File: config.mk
export PLATFORM = sky130hd
export DESIGN_NAME = data_bus_bridge_flat
export DESIGN_NICKNAME = d
export VERILOG_FILES = /design/src/rtl/bus_pkg.sv /design/src/rtl/data_bus_bridge_if.sv /design/src/rtl/dbus_timeout.sv /design/src/rtl/data_bus_bridge.sv /design/src/flat_wrapper.sv
export SDC_FILE = /design/constraint.sdc
export NUM_CORES = 1
export LEC_CHECK = 0
export BUFFER_PORTS_ARGS = -buffer_cell sky130_fd_sc_hd__buf_2
export CORE_MARGIN = 4
export CORE_UTILIZATION = 46
export CTS_CLUSTER_DIAMETER = 150
export CTS_CLUSTER_SIZE = 30
export DETAILED_ROUTE_END_ITERATION = 16
export PLACE_DENSITY = 0.8
export SKIP_CTS_REPAIR_TIMING = 1
export SLEW_MARGIN = 25
export SYNTH_ARGS = -nofsm -noshare
export SYNTH_HDL_FRONTEND = slang
export SYNTH_SLANG_ARGS = --single-unit
File: constraint.sdc
create_clock -name clk -period 2 [get_ports clk]
set_input_delay 0.3 -clock clk [delete_from_list [all_inputs] [get_ports clk]]
set_output_delay 0.3 -clock clk [all_outputs]
set_load 0.05 [all_outputs]
File: src/rtl/bus_pkg.sv
// Shared types and defaults for the data-side bus bridge.
package bus_pkg;

  localparam int unsigned ADDR_W = 32;
  localparam int unsigned DATA_W = 32;
  localparam int unsigned SEL_W  = 4;

  localparam int unsigned       TIMEOUT_CYCLES_DEF = 255;
  localparam logic [DATA_W-1:0] ERR_RDATA_DEF      = 32'hDEAD_BEEF;

  typedef enum logic [2:0] {
    IDLE,
    REQ,
    WAIT,
    DONE,
    DRAIN
  } bridge_state_t;

  typedef struct packed {
    logic [ADDR_W-1:0] addr;
    logic              we;
    logic [SEL_W-1:0]  sel;
    logic [DATA_W-1:0] wdata;
  } bus_req_t;

endpackage

File: src/rtl/data_bus_bridge_if.sv
// Valid/ready request plus response-valid data bus between bridge and interconnect.
interface data_bus_bridge_if;
  import bus_pkg::*;

  logic              bus_req_valid;
  logic              bus_req_ready;
  logic [ADDR_W-1:0] bus_addr;
  logic [DATA_W-1:0] bus_wdata;
  logic              bus_we;
  logic [SEL_W-1:0]  bus_sel;
  logic              bus_resp_valid;
  logic [DATA_W-1:0] bus_resp_data;

  modport master (
    output bus_req_valid, bus_addr, bus_wdata, bus_we, bus_sel,
    input  bus_req_ready, bus_resp_valid, bus_resp_data
  );

  modport slave (
    input  bus_req_valid, bus_addr, bus_wdata, bus_we, bus_sel,
    output bus_req_ready, bus_resp_valid, bus_resp_data
  );

endinterface

File: src/rtl/dbus_timeout.sv
// Saturating response-wait counter; expired flags the last allowed cycle.
module dbus_timeout #(
  parameter int unsigned LIMIT = 255
) (
  input  logic clk,
  input  logic rst,
  input  logic clear,
  input  logic enable,
  output logic expired
);

  localparam int unsigned CNT_W = $clog2(LIMIT + 1);

  logic [CNT_W-1:0] cnt;

  always_ff @(posedge clk or negedge rst) begin
    if (!rst) begin
      cnt <= '0;
    end else if (clear) begin
      cnt <= '0;
    end else if (enable && (cnt != CNT_W'(LIMIT))) begin
      cnt <= cnt + CNT_W'(1);
    end
  end

  assign expired = (cnt >= CNT_W'(LIMIT - 1));

endmodule

File: src/rtl/data_bus_bridge.sv
// Turns the core's single-cycle data-RAM port into a multi-cycle valid/ready bus,
// stalling the pipeline while one transaction is outstanding.
module data_bus_bridge
  import bus_pkg::*;
#(
  parameter int unsigned       TIMEOUT_CYCLES = TIMEOUT_CYCLES_DEF,
  parameter logic [DATA_W-1:0] ERR_RDATA      = ERR_RDATA_DEF
) (
  input  logic              clk,
  input  logic              rst,
  input  logic              flush,
  input  logic              cpu_ce,
  input  logic              cpu_we,
  input  logic [ADDR_W-1:0] cpu_addr,
  input  logic [SEL_W-1:0]  cpu_sel,
  input  logic [DATA_W-1:0] cpu_wdata,
  output logic [DATA_W-1:0] cpu_rdata,
  output logic              stallreq,
  output logic              bus_err,
  data_bus_bridge_if.master bus
);

  bridge_state_t state;
  bus_req_t      req_q;
  logic          req_valid_q;
  logic          tmo_clear;
  logic          tmo_en;
  logic          tmo_expired;

  assign tmo_clear = (state == REQ) && bus.bus_req_ready;
  assign tmo_en    = (state == WAIT) || (state == DRAIN);

  dbus_timeout #(
    .LIMIT (TIMEOUT_CYCLES)
  ) u_timeout (
    .clk     (clk),
    .rst     (rst),
    .clear   (tmo_clear),
    .enable  (tmo_en),
    .expired (tmo_expired)
  );

  // Request, response and state registers; bus regs only load on IDLE->REQ.
  always_ff @(posedge clk or negedge rst) begin
    if (!rst) begin
      state       <= IDLE;
      req_q       <= '0;
      req_valid_q <= 1'b0;
      cpu_rdata   <= '0;
      bus_err     <= 1'b0;
    end else begin
      bus_err <= 1'b0;
      case (state)
        IDLE: begin
          if (cpu_ce && !flush) begin
            req_q.addr  <= cpu_addr;
            req_q.we    <= cpu_we;
            req_q.sel   <= cpu_sel;
            req_q.wdata <= cpu_wdata;
            req_valid_q <= 1'b1;
            state       <= REQ;
          end
        end
        REQ: begin
          if (bus.bus_req_ready) begin
            req_valid_q <= 1'b0;
            state       <= flush ? DRAIN : WAIT;
          end else if (flush) begin
            req_valid_q <= 1'b0;
            state       <= IDLE;
          end
        end
        WAIT: begin
          // A flush coinciding with completion leaves nothing to drain.
          if (flush) begin
            state <= (bus.bus_resp_valid || tmo_expired) ? IDLE : DRAIN;
          end else if (bus.bus_resp_valid) begin
            cpu_rdata <= bus.bus_resp_data;
            state     <= DONE;
          end else if (tmo_expired) begin
            cpu_rdata <= ERR_RDATA;
            bus_err   <= 1'b1;
            state     <= DONE;
          end
        end
        DONE: begin
          state <= IDLE;
        end
        DRAIN: begin
          if (bus.bus_resp_valid || tmo_expired) begin
            state <= IDLE;
          end
        end
        default: begin
          state <= IDLE;
        end
      endcase
    end
  end

  assign bus.bus_req_valid = req_valid_q;
  assign bus.bus_addr      = req_q.addr;
  assign bus.bus_we        = req_q.we;
  assign bus.bus_sel       = req_q.sel;
  assign bus.bus_wdata     = req_q.wdata;

  // Stall must react in the same cycle the MEM stage raises cpu_ce.
  always_comb begin
    stallreq = 1'b0;
    case (state)
      IDLE:      stallreq = cpu_ce && !flush;
      REQ, WAIT: stallreq = 1'b1;
      DRAIN:     stallreq = cpu_ce;
      default:   stallreq = 1'b0;
    endcase
    if (!rst) begin
      stallreq = 1'b0;
    end
  end

endmodule
File: src/flat_wrapper.sv
// flat-port wrapper written by rule: the top's interface ports become plain ports
module data_bus_bridge_flat import bus_pkg::*;
#(
  parameter int unsigned       TIMEOUT_CYCLES = TIMEOUT_CYCLES_DEF,
  parameter logic [DATA_W-1:0] ERR_RDATA      = ERR_RDATA_DEF
)
  (clk, rst, flush, cpu_ce, cpu_we, cpu_addr, cpu_sel, cpu_wdata, cpu_rdata, stallreq, bus_err, bus_bus_req_valid, bus_bus_addr, bus_bus_wdata, bus_bus_we, bus_bus_sel, bus_bus_req_ready, bus_bus_resp_valid, bus_bus_resp_data);
  data_bus_bridge_if bus_i ();
  input  logic clk;
  input  logic rst;
  input  logic flush;
  input  logic cpu_ce;
  input  logic cpu_we;
  input  logic [ADDR_W-1:0] cpu_addr;
  input  logic [SEL_W-1:0] cpu_sel;
  input  logic [DATA_W-1:0] cpu_wdata;
  output logic [DATA_W-1:0] cpu_rdata;
  output logic stallreq;
  output logic bus_err;
  output wire logic [$bits(bus_i.bus_req_valid)-1:0] bus_bus_req_valid;
  output wire logic [$bits(bus_i.bus_addr)-1:0] bus_bus_addr;
  output wire logic [$bits(bus_i.bus_wdata)-1:0] bus_bus_wdata;
  output wire logic [$bits(bus_i.bus_we)-1:0] bus_bus_we;
  output wire logic [$bits(bus_i.bus_sel)-1:0] bus_bus_sel;
  input wire logic [$bits(bus_i.bus_req_ready)-1:0] bus_bus_req_ready;
  input wire logic [$bits(bus_i.bus_resp_valid)-1:0] bus_bus_resp_valid;
  input wire logic [$bits(bus_i.bus_resp_data)-1:0] bus_bus_resp_data;
  assign bus_bus_req_valid = bus_i.bus_req_valid;
  assign bus_bus_addr = bus_i.bus_addr;
  assign bus_bus_wdata = bus_i.bus_wdata;
  assign bus_bus_we = bus_i.bus_we;
  assign bus_bus_sel = bus_i.bus_sel;
  assign bus_i.bus_req_ready = bus_bus_req_ready;
  assign bus_i.bus_resp_valid = bus_bus_resp_valid;
  assign bus_i.bus_resp_data = bus_bus_resp_data;
  data_bus_bridge #(.TIMEOUT_CYCLES(TIMEOUT_CYCLES), .ERR_RDATA(ERR_RDATA)) u_core (.clk(clk), .rst(rst), .flush(flush), .cpu_ce(cpu_ce), .cpu_we(cpu_we), .cpu_addr(cpu_addr), .cpu_sel(cpu_sel), .cpu_wdata(cpu_wdata), .cpu_rdata(cpu_rdata), .stallreq(stallreq), .bus_err(bus_err), .bus(bus_i));
endmodule
==> results.json <==
{
  "setup_slack_ns": -0.0588,
  "clkSinkCount": 114,
  "cp_max_fo": 4,
  "comb_power_share": 0.446,
  "antenna_found_initial": 0,
  "yosys_warnings": 0,
  "die_area_sq_um": 11400,
  "sw_frac_of_total": 0.460,
  "synthTopCellsByCount": "114 x dfrtp_1, 69 x mux2_2, 24 x o22a_1",
  "vias": 3479,
  "cp_common_cell": "buf_6",
  "synth_seq_cells": 114,
  "p_leak_uw": 0.00306,
  "drive_gt1_frac": 0.609,
  "syn_area_sq_um": 4480,
  "cp-start-kind": "flop",
  "synth_edf_count": 0,
  "avgSynthCellArea_sq_um": 14.5,
  "ys_dominant_reg_cell": "dfrtp_1",
  "clkTransAtPathRegs_ns": 0.06,
  "drt-vias-per-instance": 5.07,
  "finClkSkew_ns": 0.00615,
  "grt_max_degree": 62,
  "status": "finished with violations",
  "grt_overflow": 0,
  "maxSlewViolCount": 0,
  "dr.pass1.iters": 4,
  "grt_pass1_wl_mm": 18.3,
  "cpPeakStageDelay_ns": 0.42,
  "worstSetupPathType": "reg -> out",
  "placementRows": 35,
  "synth-seq-area-share": 0.637,
  "grt_pass1_vias": 3615,
  "cp_slowest_cell": "dfrtp_1",
  "clk_latency_ns": 0.49,
  "endpoint_kind": "primary output",
  "numCtsBuffers": 17,
  "drc": 0,
  "rsz0062_at_grt": "yes",
  "r2r-start": "u_core.state[2]",
  "n_fill_cell": 698,
  "finalHoldViolCount": 52,
  "syn-num-nets": 419,
  "h-tree-depth": 4,
  "syn_inst": 310,
  "initial_core_util": 0.478,
  "clk_path_buf_depth": 2,
  "yosys-top-cells-area": "dfrtp_1 64%, mux2_2 17%, o22a_1 4.7%, a22o_1 1.6%, buf_2 1.0%",
  "violations": "negative hold slack, negative setup slack",
  "tightest_slew_ns": 0.805,
  "gp_congestion": 0.787,
  "place.detailed.hpwl_mm": 8.68,
  "fmax_ghz": 0.486,
  "synth_cell_type_count": 38,
  "yosysTopAreaCellShare": 0.637,
  "die_x_microns": 107,
  "postRouteAntennaNets": 0,
  "crit_required_ns": 1.70,
  "clockPowerShare": 0.242,
  "diodes": 0,
  "io_buffers": 210,
  "area_delta_synth_final_pct": 42.9,
  "slew-limit-headroom": 0.459,
  "ir_worst_vdd_mv": 0.904,
  "drv_cap": 0,
  "p_switching_uw": 5360,
  "seq_power_share": 0.312,
  "die_h_microns": 107,
  "cts_tree": "done",
  "layout.nets": 653,
  "timing.final.crit_share": 1.03,
  "coreArea_sq_um": 9370,
  "finalSetupViolCount": 1,
  "worstPathArrival_ns": 1.76,
  "hold-worst-slack_ns": -0.0359,
  "drt_iter0_drc": 194,
  "crit_start": "u_core.state[0]",
  "synth_top_area_cell": "dfrtp_1",
  "hold_path_class": "in -> async",
  "yosysMostFrequentCell": "dfrtp_1",
  "io_pins": 211,
  "drt-total-wl_mm": 12.0,
  "power.density_nw_per_um2": 1820,
  "cts-root-buf": "clkbuf_8",
  "crit_path_cell_trace": "buf_6 > buf_4 > a22oi_1 > o22ai_1 > and2_1 > buf_6",
  "setup_tns_ns": -0.0588,
  "wl_per_cell_microns": 17.5,
  "async_flop_share": 1.00,
  "internal_power_uw": 6290,
  "grtUsageTotal": 0.206,
  "finalCriticalPeriod_ns": 2.06
}
## metal layers
metal | track usage | routed length [microns]
met1 | 0.237 | 4600
met2 | 0.381 | 6530
met3 | 0.0548 | 802
met4 | 0.0457 | 58
met5 | 0 | 0
## logic make-up after synthesis
| kind of cell | Yosys count | share of synthesized area |
|---|---|---|
| multiplexers | 72 | 0.180 |
| AND/OR/NAND/NOR | 40 | 0.0505 |
| buffers and inverters | 26 | 0.0293 |
| flip-flops | 114 | 0.637 |
| adder cells (fa/ha/maj) | 2 | 0.00558 |
| XOR/XNOR | 1 | 0.00196 |
| AO/OA/AOI/OAI | 55 | 0.0958 |
## layout make-up
class | count | area, sq um | area share
Clock buffer | 18 | 418 | 0.0652
Clock inverter | 14 | 140 | 0.0219
Inverter | 8 | 30.0 | 0.00469
Multi-Input combinational cell | 170 | 1510 | 0.236
Sequential cell | 114 | 2850 | 0.446
Tap cell | 129 | 161 | 0.0252
Timing Repair Buffer | 233 | 1290 | 0.202
## worst max-delay path: cells and delay by family, from the launching register on
family / cells / cell delay (ns)
buf+inv: 3 / 0.42
flops: 1 / 0.42
compound gates: 2 / 0.28
simple gates: 1 / 0.16
## path summary, 6_finish.rpt
| path | endpoint | slack [ns] | depth (start not counted) |
|---|---|---|---|
| min in group clk | u_core.cpu_rdata[22] | 0.03 | 2 |
| worst min-delay path | u_core.state[2] | -0.04 | 2 |
| worst max register to register | u_core.bus.bus_wdata[21] | 0.08 | 5 |
| max in group asynchronous | u_core.bus.bus_wdata[4] | 1.51 | 2 |
| worst min register to register | u_core.u_timeout.cnt[7] | 0.48 | 1 |
| worst max-delay path | stallreq | -0.06 | 6 |
## layout by cell type, fill, tap and decap left out, types with 6 or more instances in the layout
cell type / netlist / final
a22o_1: 8 / 8
inv_1: 8 / 8
nand2_1: 9 / 9
clkbuf_16: 0 / 16
o22a_1: 24 / 24
dfrtp_1: 114 / 113
buf_2: 9 / 208
o21ai_0: 6 / 6
nor2_1: 6 / 6
buf_4: 4 / 17
mux2_2: 69 / 69
## stage by stage
| stage | worst slack [ns] | power, uW | std cells | area (sq um) | util |
|---|---|---|---|---|---|
| finish | -0.0588 | 11600 | 686 | 6400 | 0.683 |
| global route | -0.170 | 12200 | 686 | 6400 | 0.683 |
| CTS | -0.267 | 11700 | 680 | 6330 | 0.676 |
| detailed placement | 0.145 | 8860 | 648 | 5770 | 0.616 |
| global placement | 0.216 | 8710 | 648 | 5770 | 0.616 |
| floorplan | 0.211 | 7470 | 310 | 4480 | - |
## state kept, by name (all words and copies together), names as in the netlist
signal / count
u_core.bus.bus_addr: 32
u_core.bus.bus_wdata: 32
u_core.cpu_rdata: 32
u_core.u_timeout.cnt: 8
u_core.bus.bus_sel: 4
u_core.state: 3
u_core.bus.bus_req_valid: 1
u_core.bus.bus_we: 1
u_core.bus_err: 1
## power by group through the flow
| stage | sequential, uW | combinational, uW | clock [uW] |
|---|---|---|---|
| 6_report | 3640 | 5200 | 2820 |
| 5_1_grt | 3750 | 5410 | 3010 |
| 4_1_cts | 3640 | 5210 | 2860 |
| 3_5_place_dp | 3660 | 5200 | 0 |
| 3_3_place_gp | 3610 | 5090 | 0 |
| 2_1_floorplan | 6540 | 924 | 0 |
Note: power is estimated with default switching activity, not from simulation.
